`src/rtl/intr_consumer_pkg.sv`:
```
// Shared constants and the service-engine state encoding.
package intr_consumer_pkg;

  localparam int DATA_W      = 8;
  localparam int DEF_DEPTH   = 4;
  localparam int DEF_TIMEOUT = 15;
  localparam int DEF_CNT_W   = 16;

  typedef enum logic [1:0] {
    IDLE     = 2'd0,
    ACK      = 2'd1,
    WAIT_CLR = 2'd2
  } state_e;

endpackage

```
`src/rtl/intr_consumer_if.sv`:
```
// Interrupt request/ack bus, drained-data stream and status outputs.
interface intr_consumer_if
  import intr_consumer_pkg::*;
#(
  parameter int CNT_W = DEF_CNT_W
) ();

  logic              intr;
  logic [DATA_W-1:0] din;
  logic              intr_ack;
  logic [DATA_W-1:0] out_data;
  logic              out_valid;
  logic              out_ready;
  logic [CNT_W-1:0]  irq_count;
  logic              stuck_err;

  // Consumer side (the service engine)
  modport slave (
    input  intr, din, out_ready,
    output intr_ack, out_data, out_valid, irq_count, stuck_err
  );

  // Peripheral / downstream side
  modport master (
    output intr, din, out_ready,
    input  intr_ack, out_data, out_valid, irq_count, stuck_err
  );

endinterface

```
`src/rtl/intr_consumer_sync_fifo.sv`:
```
// Small synchronous FIFO; head is read combinationally from storage.
module sync_fifo #(
  parameter int DATA_W = 8,
  parameter int DEPTH  = 4
) (
  input  logic                         clk,
  input  logic                         reset,
  input  logic                         push,
  input  logic [DATA_W-1:0]            push_data,
  input  logic                         pop,
  output logic [DATA_W-1:0]            head,
  output logic                         empty,
  output logic                         full,
  output logic [$clog2(DEPTH+1)-1:0]   count
);

  localparam int AW = $clog2(DEPTH);
  localparam int CW = $clog2(DEPTH+1);

  logic [DATA_W-1:0] r_mem [DEPTH];
  logic [AW-1:0]     r_wr;
  logic [AW-1:0]     r_rd;
  logic [CW-1:0]     r_count;
  logic              w_push;
  logic              w_pop;

  // Full/empty come from the pre-edge count, so a same-cycle pop never
  // makes room for that cycle's push.
  assign empty  = (r_count == '0);
  assign full   = (r_count == CW'(DEPTH));
  assign w_push = push & ~full;
  assign w_pop  = pop & ~empty;
  assign count  = r_count;
  assign head   = empty ? '0 : r_mem[r_rd];

  // Storage write; data words carry no reset
  always_ff @(posedge clk) begin
    if (w_push) r_mem[r_wr] <= push_data;
  end

  // Pointers wrap naturally at DEPTH (power of two); count tracks occupancy
  always_ff @(posedge clk or negedge reset) begin
    if (!reset) begin
      r_wr    <= '0;
      r_rd    <= '0;
      r_count <= '0;
    end else begin
      if (w_push) r_wr <= r_wr + 1'b1;
      if (w_pop)  r_rd <= r_rd + 1'b1;
      case ({w_push, w_pop})
        2'b10:   r_count <= r_count + 1'b1;
        2'b01:   r_count <= r_count - 1'b1;
        default: r_count <= r_count;
      endcase
    end
  end

endmodule

```
`src/rtl/intr_consumer.sv`:
```
// Interrupt service engine: capture din on a pending intr, pulse intr_ack,
// wait for intr to drop (retrying the ack on a stuck request).
module intr_consumer
  import intr_consumer_pkg::*;
#(
  parameter int DEPTH   = DEF_DEPTH,
  parameter int TIMEOUT = DEF_TIMEOUT,
  parameter int CNT_W   = DEF_CNT_W
) (
  input  logic            clk,
  input  logic            reset,
  intr_consumer_if.slave  bus
);

  localparam logic [1:0] S_IDLE = IDLE;
  localparam logic [1:0] S_ACK  = ACK;
  localparam logic [1:0] S_WAIT = WAIT_CLR;
  localparam int         TW     = $clog2(TIMEOUT+1);
  localparam int         CW     = $clog2(DEPTH+1);

  logic [1:0]        r_state;
  logic [1:0]        w_next;
  logic              r_ack;
  logic [TW-1:0]     r_tmo;
  logic [TW-1:0]     w_tmo_inc;
  logic              w_tmo_hit;
  logic [CNT_W-1:0]  r_irq_count;
  logic              r_stuck;
  logic              w_push;
  logic              w_full;
  logic              w_empty;
  logic [DATA_W-1:0] w_head;
  logic [CW-1:0]     w_count;
  logic              w_unused_count;

  assign w_push         = (r_state == S_IDLE) & bus.intr & ~w_full;
  assign w_tmo_inc      = r_tmo + 1'b1;
  assign w_tmo_hit      = (w_tmo_inc == TW'(TIMEOUT));
  assign w_unused_count = ^w_count;

  sync_fifo #(
    .DATA_W (DATA_W),
    .DEPTH  (DEPTH)
  ) u_fifo (
    .clk       (clk),
    .reset     (reset),
    .push      (w_push),
    .push_data (bus.din),
    .pop       (bus.out_ready),
    .head      (w_head),
    .empty     (w_empty),
    .full      (w_full),
    .count     (w_count)
  );

  // Next-state decode for the IDLE -> ACK -> WAIT_CLR service loop
  always_comb begin
    w_next = r_state;
    case (r_state)
      S_IDLE:  if (w_push) w_next = S_ACK;
      S_ACK:   w_next = S_WAIT;
      S_WAIT:  begin
        if (!bus.intr)      w_next = S_IDLE;
        else if (w_tmo_hit) w_next = S_ACK;
      end
      default: w_next = S_IDLE;
    endcase
  end

  // State register; intr_ack is registered so it is high exactly in ACK
  always_ff @(posedge clk or negedge reset) begin
    if (!reset) begin
      r_state <= S_IDLE;
      r_ack   <= 1'b0;
    end else begin
      r_state <= w_next;
      r_ack   <= (w_next == S_ACK);
    end
  end

  // Cycles spent in WAIT_CLR with intr still high; cleared on every ack
  always_ff @(posedge clk or negedge reset) begin
    if (!reset) begin
      r_tmo <= '0;
    end else if (r_state == S_ACK) begin
      r_tmo <= '0;
    end else if ((r_state == S_WAIT) && bus.intr) begin
      r_tmo <= w_tmo_inc;
    end
  end

  // Serviced-interrupt count; retries are not counted, wraps silently
  always_ff @(posedge clk or negedge reset) begin
    if (!reset)      r_irq_count <= '0;
    else if (w_push) r_irq_count <= r_irq_count + 1'b1;
  end

  // Sticky stuck-interrupt flag, cleared only by reset
  always_ff @(posedge clk or negedge reset) begin
    if (!reset) r_stuck <= 1'b0;
    else if ((r_state == S_WAIT) && bus.intr && w_tmo_hit) r_stuck <= 1'b1;
  end

  assign bus.intr_ack  = r_ack;
  assign bus.out_data  = w_head;
  assign bus.out_valid = ~w_empty;
  assign bus.irq_count = r_irq_count;
  assign bus.stuck_err = r_stuck;

endmodule

```
`src/flat_wrapper.sv`:
```
// flat-port wrapper written by rule: the top's interface ports become plain ports
module intr_consumer_flat import intr_consumer_pkg::*;
#(
  parameter int DEPTH   = DEF_DEPTH,
  parameter int TIMEOUT = DEF_TIMEOUT,
  parameter int CNT_W   = DEF_CNT_W
)
  (clk, reset, bus_intr, bus_din, bus_out_ready, bus_intr_ack, bus_out_data, bus_out_valid, bus_irq_count, bus_stuck_err);
  intr_consumer_if #(.CNT_W(CNT_W)) bus_i ();
  input  logic clk;
  input  logic reset;
  input wire logic [$bits(bus_i.intr)-1:0] bus_intr;
  input wire logic [$bits(bus_i.din)-1:0] bus_din;
  input wire logic [$bits(bus_i.out_ready)-1:0] bus_out_ready;
  output wire logic [$bits(bus_i.intr_ack)-1:0] bus_intr_ack;
  output wire logic [$bits(bus_i.out_data)-1:0] bus_out_data;
  output wire logic [$bits(bus_i.out_valid)-1:0] bus_out_valid;
  output wire logic [$bits(bus_i.irq_count)-1:0] bus_irq_count;
  output wire logic [$bits(bus_i.stuck_err)-1:0] bus_stuck_err;
  assign bus_i.intr = bus_intr;
  assign bus_i.din = bus_din;
  assign bus_i.out_ready = bus_out_ready;
  assign bus_intr_ack = bus_i.intr_ack;
  assign bus_out_data = bus_i.out_data;
  assign bus_out_valid = bus_i.out_valid;
  assign bus_irq_count = bus_i.irq_count;
  assign bus_stuck_err = bus_i.stuck_err;
  intr_consumer #(.DEPTH(DEPTH), .TIMEOUT(TIMEOUT), .CNT_W(CNT_W)) u_core (.clk(clk), .reset(reset), .bus(bus_i));
endmodule
```
`config.mk`:
```
export PLATFORM = sky130hd
export DESIGN_NAME = intr_consumer_flat
export DESIGN_NICKNAME = d
export VERILOG_FILES = /design/src/rtl/intr_consumer_pkg.sv /design/src/rtl/intr_consumer_if.sv /design/src/rtl/intr_consumer_sync_fifo.sv /design/src/rtl/intr_consumer.sv /design/src/flat_wrapper.sv
export SDC_FILE = /design/constraint.sdc
export NUM_CORES = 1
export LEC_CHECK = 0
export CAP_MARGIN = 20
export CORE_MARGIN = 2
export CORE_UTILIZATION = 35
export CTS_CLUSTER_SIZE = 14
export DETAILED_ROUTE_END_ITERATION = 16
export PLACE_DENSITY = 0.66
export SLEW_MARGIN = 25
export SYNTH_ARGS = -nofsm -noshare
export SYNTH_HDL_FRONTEND = slang
export SYNTH_SLANG_ARGS = --single-unit
```
`constraint.sdc`:
```
create_clock -name clk -period 3.05 [get_ports clk]
set_input_delay 0.61 -clock clk [delete_from_list [all_inputs] [get_ports clk]]
set_output_delay 0.61 -clock clk [all_outputs]
set_load 0.01 [all_outputs]
```
* After elaboration in Yosys (flattened, before gate mapping)
Memory sizes are Yosys's and may differ from the RTL's.
Index checks and enable logic that the tools add are counted.
** Storage, ports and cells
- Flip-flop bits (word level) :: 31
- Bits in writable memories :: 32
- Input bits :: 12
- Output and inout port bits :: 27
- Word-level logic and storage cells :: 44
- Memories :: 1
** Cells by class
- Add/sub/neg operators :: 6
- Equal/unequal tests :: 7
- Multiplexer cells :: 10
- Bitwise operators :: 6
- Reduce and logical (&&, ||, !) cells :: 6
** Memories
- u_core.u_fifo.r_mem :: depth 4, width 8, read ports 1, clocked after Yosys merged registers in 0, wr ports 1, line intr_consumer_sync_fifo.sv:20 : logic [DATA_W-1:0] r_mem [DEPTH];
** Operators with widths (count)
- $add A16 B1 Y16 const B :: 1
- $mux W4 :: 2
- $mux W8 :: 1
- $eq A2 B1 Y1 const B :: 3
- $mux W2 :: 3
- $pmux W2 S3 :: 1
- $pmux W3 S2 :: 1
- $add A2 B1 Y2 const B :: 2
- $add A4 B1 Y4 const B :: 1
- $and A1 B1 Y1 :: 4
- $eq A2 B2 Y1 const B :: 2
- $eq A4 B4 Y1 const B :: 1
- $reduce_bool A2 Y1 :: 2
- $add A3 B1 Y3 const B :: 1
- $eq A3 B3 Y1 const B :: 1
- $logic_not A3 Y1 :: 1
- $sub A3 B1 Y3 const B :: 1
- $logic_and A1 B1 Y1 :: 2
- $logic_not A2 Y1 :: 1
- $mux W1 :: 2
- $not A1 Y1 :: 2

* Longest topological paths before layout
- Word-level depth :: 6
- Mapped depth :: 10

* Cells and area by module
A second synthesis with hierarchy kept.
** Second synthesis, totals
- Cells, all modules :: 201
- Area total of the unflattened synthesis :: 2822.7 um^2
** Modules (own cells, without submodules)
- sync_fifo :: times used 1, cells an instance 89, area each 1656.6 um^2
- intr_consumer :: times used 1, cells an instance 112, area each 1166.1 um^2

* Least setup slack after synthesis
Ideal clock, no wire load.
- Path kind :: reg2reg
- Start :: register u_core.u_fifo.r_count[0], in the netlist u_core.u_fifo.count[0]
- End :: register u_core.u_fifo.r_count[2], in the netlist u_core.u_fifo.count[2]
- Library setup time :: 0.079 ns
- Arrival time :: 2.041 ns
- Slack :: 0.930 ns
- Cell stages (with the launch flop) :: 10
- Clock period less this slack :: 2.120 ns
- Path through :: dfrtp_1 -> nor3b_1 -> nor2_1 -> inv_2 -> ha_1 -> inv_1 -> fa_1 -> xor2_1 -> nor2_1 -> xor2_1
** Between the ends
- Longest elaborated chain between the ends :: 6
- Elaborated cells on any way between the ends :: 13
** RTL lines
- start: declaration :: line intr_consumer_sync_fifo.sv:23 : logic [CW-1:0] r_count;
- start signal: assignment :: line intr_consumer_sync_fifo.sv:51 : 2'b10: r_count <= r_count + 1'b1;
- start signal: assignment :: line intr_consumer_sync_fifo.sv:52 : 2'b01: r_count <= r_count - 1'b1;
- start signal: assignment :: line intr_consumer_sync_fifo.sv:53 : default: r_count <= r_count;
- $eq A3 B3 Y1 :: line intr_consumer_sync_fifo.sv:30 : assign full = (r_count == CW'(DEPTH));
- $not A1 Y1 :: line intr_consumer_sync_fifo.sv:31, intr_consumer.sv:36
- $and A1 B1 Y1 :: line intr_consumer.sv:36 : assign w_push = (r_state == S_IDLE) & bus.intr & ~w_full;
- $and A1 B1 Y1 :: line intr_consumer_sync_fifo.sv:31 : assign w_push = push & ~full;
- $eq A2 B1 Y1 / $eq A2 B2 Y1 (equally long branches) :: line intr_consumer_sync_fifo.sv:50 : case ({w_push, w_pop})
- $pmux W3 S2 / $reduce_bool A2 Y1 (equally long branches)
Several ways; a longest one is shown, not always the timed one.
A chain may end at the register's enable or synchronous reset.

* Final worst setup path
- Start :: register u_core.u_fifo.r_rd[0]
- End :: output bus_out_data[2]
** Between the ends
- Longest elaborated chain between the ends :: 2
** RTL lines
- start: declaration :: line intr_consumer_sync_fifo.sv:22 : logic [AW-1:0] r_rd;
- start signal: assignment :: line intr_consumer_sync_fifo.sv:49 : if (w_pop) r_rd <= r_rd + 1'b1;
- $mem_v2 Z4 W8
- $mux W8 :: line intr_consumer_sync_fifo.sv:34 : assign head = empty ? '0 : r_mem[r_rd];
- end: declaration :: line flat_wrapper.sv:16 : output wire logic [$bits(bus_i.out_data)-1:0] bus_out_data;
Every way passes these cells.

==> flow_summary_export.csv <==
group,metric,value,unit
worst_setup_path,required,2440,ps
floorplan,num_rows,32,
drt,met1Wirelength,2.19,mm
drt,wl_met2,2.36,mm
drt,top_layer,"met4",
synthesis,syn-cell-area,2800,um^2
drt,drc_errors,0,
clocking,post_cts_buffers,0,
sta,finalWorstSetupSlack,405,ps
synthesis,syn_inst,200,
floorplan,die-area,8730,um^2
synthesis,ys_types,38,
sta,finalSetupViolCount,0,
drt,num_vias,1621,
clocking,clk_latency,330,ps
synthesis,synth_edf_count,32,
floorplan,core_area,7730,um^2
synthesis,ys_top_cells_by_count,"edfxtp_1 (32), dfrtp_1 (31), nand2_1 (19), and2_1 (13), xnor2_1 (12)",
worst_setup_path,cp-endpoint,"bus_out_data[2]",
power_and_ir_drop,powerDensity,856,nW/um^2
drt,wirelength,4.80,mm
sta,whs,473,ps
placement,io_buffers,38,
global_route,overflow,0,
global_route,grt_usage,12.2,%
hold_path,hold_depth,1,
placement,dp.cells,337,
worst_setup_path,reg2reg_depth,9,
sta,fmax,378,MHz
sta,fin_skew,9.55,ps
sta,rsz0062_at_grt,"no",
placement,pre_cts_ws,202,ps
sta,period_minus_slack,2640,ps
synthesis,synth.area.top_cells,"edfxtp_1 (34%), dfrtp_1 (28%), mux4_2 (6.4%)",
clocking,cts.clk_slew.worst_paths,70,ps
finish,diodes,0,
global_route,grt_pass1_vias,1639,
finish,fillers,685,
placement,hpwlAfterDp,3.32,mm
job,drv_cap,0,
floorplan,die_y,93.4,um
drt,dr.pass1.iters,5,
placement,globalplace.congestion,0.761,
clocking,cts_max_path_buffers,2,
global_route,antenna_found_initial,0,
worst_setup_path,r2r_setup_slack,650,ps
finish,final_nets,267,
synthesis,yosysWarnings,0,
power_and_ir_drop,ir_drop,0.414,mV
synthesis,syn_nets,221,
outcome,status,"completed",
floorplan,ios,39,
synthesis,synth_area_leader_cell,"edfxtp_1",
worst_setup_path,startpoint,"u_core.u_fifo.r_rd[0]",
finish,drive_gt1_share,14.3,%
clocking,cts_tree,"yes",
worst_setup_path,cp.arrival,2030,ps
synthesis,netlist.area_leader.share,34.3,%
worst_setup_path,r2r-end,"u_core.u_fifo.count[2]",
clocking,htreeDepth,3,
sta,tightestPinTransition,573,ps
synthesis,yosysMostFrequentCell,"edfxtp_1",
sta,slew_viol_final,0,
clocking,cts.sinks,63,
synthesis,synthArstFlopShare,49.2,%
power_and_ir_drop,p_leak,1.34,nW
sta,setup_tns,0,ps
drt,drt-initial-drc-count,78,
floorplan,die_w,93.4,um
synthesis,seq_area_frac_synth,62.0,%
clocking,root_buffer,"clkbuf_8",
clocking,hold_buffers,0,
synthesis,synth_ff_type,"edfxtp_1",
drt,met3_length,169,um
finish,syn_to_final_growth,24.9,%
worst_setup_path,reg2reg_from,"u_core.u_fifo.count[0]",
clocking,cts_made_buffers,9,
synthesis,ys_ff_latch,63,
sta,post-route-period-util,86.7,%
sta,slew_headroom,61.7,%
global_route,grt_pass1_wl,8.07,mm
finish,final_cell_count_no_fill,353,
synthesis,avgSynthCellArea,14.0,um^2
placement,dpl-instance-area,3300,um^2
sta,hold_violations,0,
floorplan,initial_core_util,36.2,%
hold_path,hp-class,"reg -> reg",
worst_setup_path,crit_fanout,10,
global_route,grt_max_degree,32,
worst_setup_path,crit_type,"reg -> out",
drt,ant_nets,0,
drt,routed_via_density,4.59,
finish,final_area,3490,um^2
worst_setup_path,cp-start-kind,"register",
clocking,cts.repair.resized,0,
drt,post_drt_wl_per_cell,13.6,um
worst_setup_path,end_kind,"output pin",
-- kinds of logic (layout without fill, tap and decap cells) --
logic type | after synthesis | after routing | synth area share (%)
buffers and inverters | 18 | 69 | 2.77
and+or+nand+nor | 63 | 63 | 13.6
muxes | 8 | 8 | 6.44
adders and majority gates | 9 | 9 | 4.29
DFF | 63 | 63 | 62.0
xor gates and xnor gates | 21 | 21 | 6.57
AOI/OAI and AO/OA | 18 | 18 | 4.29
-- stage by stage --
stage	util [%]	power, mW
after floorplan	-	1.90
after global placement	42.7	2.30
after detailed placement	42.7	2.33
after CTS	45.2	3.04
after global routing	45.2	3.20
final	45.2	2.99
-- where the power goes --
group	switching [mW]	internal (mW)	leakage, nW
Combinational	0.452	0.574	0.552
Clock	0.321	0.378	0.0992
Sequential	0.178	1.09	0.690
-- layer usage --
metal  GRT usage (%)  up-vias
met3            2.82        4
li1                -      800
met1            16.1      787
met2            18.9       30
met5               0        -
met4            6.25        0
-- worst max-delay path: stages (launching register included) --
cell	delay (ps)
dfrtp_1	320
buf_4	220
mux4_2	530
and2_1	170
clkdlybuf4s50_1	470
-- layout make-up --
type                    count  area, um^2  share of cell area [%]
inverters                  12        45.0                    1.29
clock inverters             7        73.8                    2.11
well taps                 102         128                    3.65
clock buffers               9         124                    3.54
flip-flops and latches     63        1740                    49.7
multi-input cells         119         985                    28.2
repair buffers             41         403                    11.5
-- layout by cell type (no fill, tap or decap), drive strengths merged, types with 8 or more instances in the layout --
master	count
and2	13
clkbuf	9
clkdlybuf4s50	38
dfrtp	31
edfxtp	32
ha	8
inv	12
mux4	8
nand2	19
o21ai	8
xnor2	12
xor2	9
-- how the worst min path moves through the flow --
stage | startpoint | endpoint | slack, ps
floorplan | reset | u_core.bus.intr_ack | 310
global placement | u_core.bus.irq_count[15] | u_core.bus.irq_count[15] | 470
detailed placement | u_core.bus.irq_count[15] | u_core.bus.irq_count[15] | 460
CTS | u_core.bus.irq_count[15] | u_core.bus.irq_count[15] | 480
global route | u_core.bus.irq_count[15] | u_core.bus.irq_count[15] | 510
finish | u_core.bus.irq_count[15] | u_core.bus.irq_count[15] | 470
-- sequential cells by signal, indices dropped and copies added, names as in the netlist --
name	flops
u_core.bus.irq_count	16
u_core.u_fifo.r_mem	32
u_core.u_fifo.r_wr	2
u_core.bus.intr_ack	1
u_core.bus.stuck_err	1
u_core.u_fifo.r_rd	2
u_core.r_state	2
u_core.r_tmo	4
u_core.u_fifo.count	3
No activity file was read; power rests on OpenSTA's default activity.
==> patch 1 (same flow settings) <==
Make the reset (`reset`) synchronous in 5 clocked blocks.
--- a/src/rtl/intr_consumer_sync_fifo.sv
+++ b/src/rtl/intr_consumer_sync_fifo.sv
@@ -39,7 +39,7 @@
   end
 
   // Pointers wrap naturally at DEPTH (power of two); count tracks occupancy
-  always_ff @(posedge clk or negedge reset) begin
+  always_ff @(posedge clk) begin
     if (!reset) begin
       r_wr    <= '0;
       r_rd    <= '0;
--- a/src/rtl/intr_consumer.sv
+++ b/src/rtl/intr_consumer.sv
@@ -68,7 +68,7 @@
   end
 
   // State register; intr_ack is registered so it is high exactly in ACK
-  always_ff @(posedge clk or negedge reset) begin
+  always_ff @(posedge clk) begin
     if (!reset) begin
       r_state <= S_IDLE;
       r_ack   <= 1'b0;
@@ -79,7 +79,7 @@
   end
 
   // Cycles spent in WAIT_CLR with intr still high; cleared on every ack
-  always_ff @(posedge clk or negedge reset) begin
+  always_ff @(posedge clk) begin
     if (!reset) begin
       r_tmo <= '0;
     end else if (r_state == S_ACK) begin
@@ -90,13 +90,13 @@
   end
 
   // Serviced-interrupt count; retries are not counted, wraps silently
-  always_ff @(posedge clk or negedge reset) begin
+  always_ff @(posedge clk) begin
     if (!reset)      r_irq_count <= '0;
     else if (w_push) r_irq_count <= r_irq_count + 1'b1;
   end
 
   // Sticky stuck-interrupt flag, cleared only by reset
-  always_ff @(posedge clk or negedge reset) begin
+  always_ff @(posedge clk) begin
     if (!reset) r_stuck <= 1'b0;
     else if ((r_state == S_WAIT) && bus.intr && w_tmo_hit) r_stuck <= 1'b1;
   end
Function: differs if reset is asserted again (counterexample within 4 cycles, from zero or initial values and one cycle with reset low); with reset held inactive, the same outputs for 10 cycles.
==> patch 1 against the original RTL <==
  * Final area is 1.2% higher
  * Critical endpoint is now bus_out_data[7]
  * Worst setup slack better by 0.025 ns
  * Sequential cell count is 2 higher
  * Routed wire length is 11% higher
  * Cell count is 11% higher
  * Register-to-register slack better by 0.09 ns
  * Largest cell class unchanged
  * Area after synthesis is 2.4% higher
  * Sequential power is 14% lower
  * Power is 18% lower
==> patch 1: results (changes against the original RTL) <==
metric,value,unit,change
grt_max_degree,18,,-44%
crit_path_end,bus_out_data[7],,
yosysSeqAreaShare,0.566,,-0.0545
globalplace.congestion,0.772,,+1.4%
syn_inst,239,,+20%
critPathKind,reg2out,,
synth-async-reset-ratio,0,,-0.492
synthTopCellsByCount,"dfxtp_1, edfxtp_1, a21oi_1, and2_1, nor2_1",,
portBuffers,38,,unchanged
cts_setup_buffers,0,,unchanged
reg2reg_from,u_core.u_fifo.count[0]$_SDFFE_PN0P_,,
ff2ff_setup_slack,0.74,ns,+0.09 ns
wl_per_cell,13.6,microns,+0.33%
synth.distinct_cells,46,,+21%
tightestPinTransition,0.481,ns,-0.0921 ns
dp_hpwl,3.66,mm,+10%
p_switching,696,uW,-27%
grt_pass1_wl,8.58,mm,+6.3%
drtIter0Drc,39,,-50%
via_per_inst,5.02,,+9.3%
clk-power,694,uW,-0.7%
place.detailed.instances,375,,+11%
ir_worst_vdd,0.000248,V,-40%
min_to,u_core.bus.stuck_err$_SDFFE_PN0P_,,
outcome,"complete, no violations",,
fin_hold_ws,0.473,ns,-0.000396 ns
seq-power,1.08,mW,-14%
cts.clk_slew.worst_paths,0.07,ns,about the same
first_global_vias,1899,,+16%
synth-edff-count,32,,unchanged
drive_gt1_frac,0.115,,-0.0280
worstHoldStart,u_core.bus.stuck_err$_SDFFE_PN0P_,,
cts_buffer_depth,2,,unchanged
synth_area_leaders,"edfxtp_1, dfxtp_1, mux4_2",,
fin_crit,2.62,ns,-0.0252 ns
synthFlopType,dfxtp_1,,
drt-pass1-iter-count,4,,-1
largest_reg_flops,32,,unchanged
numCtsBuffers,9,,unchanged
hold_depth,1,,unchanged
cp_max_fo,8,,-2
r2r-end,u_core.u_fifo.count[2]$_SDFFE_PN0P_,,
worstRegToRegCells,8,,-1
wl,5.33,mm,+11%
cts-resized-gates,0,,unchanged
track_usage,0.126,,+0.00328
pre_cts_slack,0.241,ns,+0.0387 ns
ctsHtreeMaxLevel,3,,unchanged
fin_nets,302,,+13%
syn-num-nets,260,,+18%
cp_slowest_stage_delay,0.53,ns,about the same
power_leakage,1.19,nW,-11%
finalClockSkew,0.00606,ns,-0.00350 ns
top_register,u_core.u_fifo.r_mem,,
-- patch 1: cell count changes in the layout (fill, tap and decap cells not counted), moves of 3 or more --
cell,unedited run,this run
mux2i_1,0,3
xnor2_1,12,4
xor2_1,9,5
dfrtp_1,31,0
or3_1,2,7
a21oi_1,2,15
clkinv_4,3,0
nor2_1,6,15
or4_1,0,5
nor2b_1,0,3
o21ai_0,8,11
nand2_1,19,9
dfxtp_1,0,33
o31ai_1,0,6
-- patch 1: final cells by class --
class | instances | area, sq um
fill | 760 | 4560
sequential | 65 | 1620
multi-input combinational | 150 | 1140
timing repair buffer | 41 | 403
tap | 105 | 131
clock buffer | 10 | 128
clock inverter | 6 | 58.8
inverter | 14 | 52.6
-- patch 1: kinds of logic after synthesis --
logic type	count (synthesis)	synth area share
compound gates	41	0.0878
xor+xnor	9	0.0275
fa+ha+maj	9	0.0419
buf+inv	24	0.0354
flops	65	0.566
mux	12	0.0773
simple gates	79	0.164
-- patch 1: metrics by stage --
step	total power, mW	cell area (sq um)
6_report	2.46	3540
5_1_grt	2.60	3540
4_1_cts	2.49	3540
3_5_place_dp	1.80	3350
3_3_place_gp	1.78	3350
2_1_floorplan	1.51	2870
-- patch 1: per-layer routing --
metal / vias to the layer above / share of wire / GRT usage / routed length [microns]
li1: 959 / - / - / -
met1: 946 / 0.46 / 0.150 / 2440
met2: 45 / 0.48 / 0.210 / 2580
met3: 13 / 0.044 / 0.0359 / 234
met4: 0 / 0.016 / 0.0580 / 83
met5: - / 0 / 0 / 0
-- patch 1: worst register-to-register path: cells and delay by family (launching register included) --
family,cells,cell delay [ns]
compound gates,1,0.14
xor+xnor,1,0.16
fa+ha+maj,2,0.57
buf+inv,1,0.06
flops,1,0.41
simple gates,3,0.91
==> patch 2 (same flow settings) <==
Without the edit above. Set the package constant `DEF_CNT_W` to 14 (it was 16).
--- a/src/rtl/intr_consumer_pkg.sv
+++ b/src/rtl/intr_consumer_pkg.sv
@@ -4,7 +4,7 @@
   localparam int DATA_W      = 8;
   localparam int DEF_DEPTH   = 4;
   localparam int DEF_TIMEOUT = 15;
-  localparam int DEF_CNT_W   = 16;
+  localparam int DEF_CNT_W   = 14;
 
   typedef enum logic [1:0] {
     IDLE     = 2'd0,
Ports: changed (resized bus_irq_count); port bits go from 39 to 37. No check against the original RTL was run, so the function may have changed too.
==> patch 2 against the original RTL <==
  * Global-route usage is 0.071 points lower
  * Die area is 3.6% lower
  * Largest power group unchanged
  * Final area is 3.3% lower
  * Count of clock-buffer cells in the layout is 1 higher
  * Worst setup slack better by 0.052 ns
  * Via count is 0.25% lower
  * Register-to-register slack better by 0.07 ns
  * Hold slack worse by 0.0042 ns
  * Power is 2.5% lower
  * Routed wire length is 0.79% higher
  * Area after synthesis is 3.8% lower
  * Sequential cell count is 2 lower
  * Largest cell class unchanged
==> patch 2: results (changes against the original RTL) <==
metric,value,unit,change
portBuffers,36,,-5.3%
synth.distinct_cells,36,,-5.3%
finalClockSkew,0.0102,ns,+0.000611 ns
drive_gt1_frac,0.121,,-0.0220
grt_pass1_wl,7.76,mm,-3.9%
synthXorXnorAreaFrac,0.0618,,-0.00391
tightestPinTransition,0.454,ns,-0.119 ns
place.detailed.instances,330,,-2.1%
outcome,"complete, no violations",,
grtUsageMet1,0.162,,+0.00133
track_usage,0.122,,-0.000714
wl,4.84,mm,+0.79%
synth_area_leaders,"edfxtp_1, dfrtp_1, mux4_2",,
synthTopCellsByCount,"edfxtp_1, dfrtp_1, nand2_1",,
via_per_inst,4.67,,+1.8%
synthMuxAreaShare,0.0706,,+0.00626
cp_slowest_stage_delay,0.51,ns,-0.02 ns
grt_max_degree,30,,-6.3%
fin_nets,263,,-1.5%
cts_root_buffer,clkbuf_8,,
vias,1617,,-0.25%
cp_max_fo,5,,-5
drtIter0Drc,75,,-3.8%
ir_worst_vdd,0.000422,V,+2.0%
synthAdderAreaFrac,0.0446,,+0.00170
synth-async-reset-ratio,0.475,,-0.0167
drt-pass1-iter-count,4,,-1
power_leakage,1.34,nW,-0.25%
clkLatencyLatePin,0.34,ns,
worstRegToRegCells,9,,unchanged
dp_hpwl,3.24,mm,-2.4%
syn-num-nets,215,,-2.7%
avgSynthCellArea,13.9,sq um,-0.82%
use_met2,0.181,,-0.00869
yosysSeqAreaShare,0.626,,+0.00592
globalplace.congestion,0.739,,-2.8%
synth_compound_area_frac,0.0390,,-0.00388
cp.arrival,1.98,ns,-0.05 ns
met3_usage,0.0468,,+0.0186
largest_reg_flops,32,,unchanged
-- patch 2: cell types whose count changed in the layout (fill, tap and decap cells not counted), sizes merged, moves of 3 or more --
cell / unedited run / this run
nand3: 6 / 10
nand2: 19 / 14
nor2: 6 / 11
clkinv: 5 / 2
and3: 0 / 7
-- patch 2: through the flow --
stage	cell area [sq um]	worst slack [ns]	power (mW)	hold slack (ns)	util
CTS	3380	0.424	2.95	0.477	0.459
global placement	3190	0.405	2.23	0.460	0.433
detailed placement	3190	0.346	2.24	0.463	0.433
floorplan	2690	0.806	1.82	0.314	-
finish	3380	0.458	2.92	0.469	0.459
global route	3380	0.354	3.11	0.487	0.459
-- patch 2: cell type report --
type / instances / area (sq um)
Multi-Input combinational cell: 119 / 942
Clock buffer: 10 / 128
Timing Repair Buffer: 41 / 398
Clock inverter: 6 / 62.6
Inverter: 10 / 40.0
Sequential cell: 61 / 1690
Tap cell: 99 / 124
Fill cell: 678 / 3990
-- patch 2: final timing paths --
kind,slack [ns],startpoint,endpoint
setup / recovery,0.46,u_core.u_fifo.r_rd[0]$_DFFE_PN0P_,bus_out_data[4]
hold reg to reg,0.47,u_core.bus.irq_count[13]$_DFFE_PN0P_,u_core.bus.irq_count[13]$_DFFE_PN0P_
min in group asynchronous,0.66,reset,u_core.bus.irq_count[11]$_DFFE_PN0P_
max in group asynchronous,2.11,reset,u_core.bus.irq_count[1]$_DFFE_PN0P_
setup reg to reg,0.72,u_core.u_fifo.count[0]$_DFFE_PN0P_,u_core.u_fifo.count[2]$_DFFE_PN0P_
hold / removal,0.47,u_core.bus.irq_count[13]$_DFFE_PN0P_,u_core.bus.irq_count[13]$_DFFE_PN0P_
-- patch 2: cell families (layout without fill, tap and decap cells) --
logic type	after synthesis	in the layout
and+or+nand+nor	65	65
DFF	61	61
xor gates and xnor gates	19	19
AOI/OAI and AO/OA	17	17
buffers and inverters	14	67
adders and majority gates	9	9
muxes	9	9
-- patch 2: critical path, delay by kind of cell (launching register included) --
family / cells / cell delay (ns)
buffers and inverters: 2 / 0.62
muxes: 1 / 0.51
DFF: 1 / 0.34
and+or+nand+nor: 1 / 0.17
-- patch 2: per-layer routing --
metal  part of all wire  vias to the layer above  wire length, microns
met5                  0                        -                     0
met1               0.49                      780                  2370
met3              0.045                        6                   217
li1                   -                      788                     -
met4              0.015                        0                    74
met2               0.45                       43                  2180
-- patch 2: power breakdown --
part	total [mW]	internal (mW)	switching, mW
Combinational	1.00	0.557	0.443
Sequential	1.21	1.05	0.161
Clock	0.702	0.376	0.326
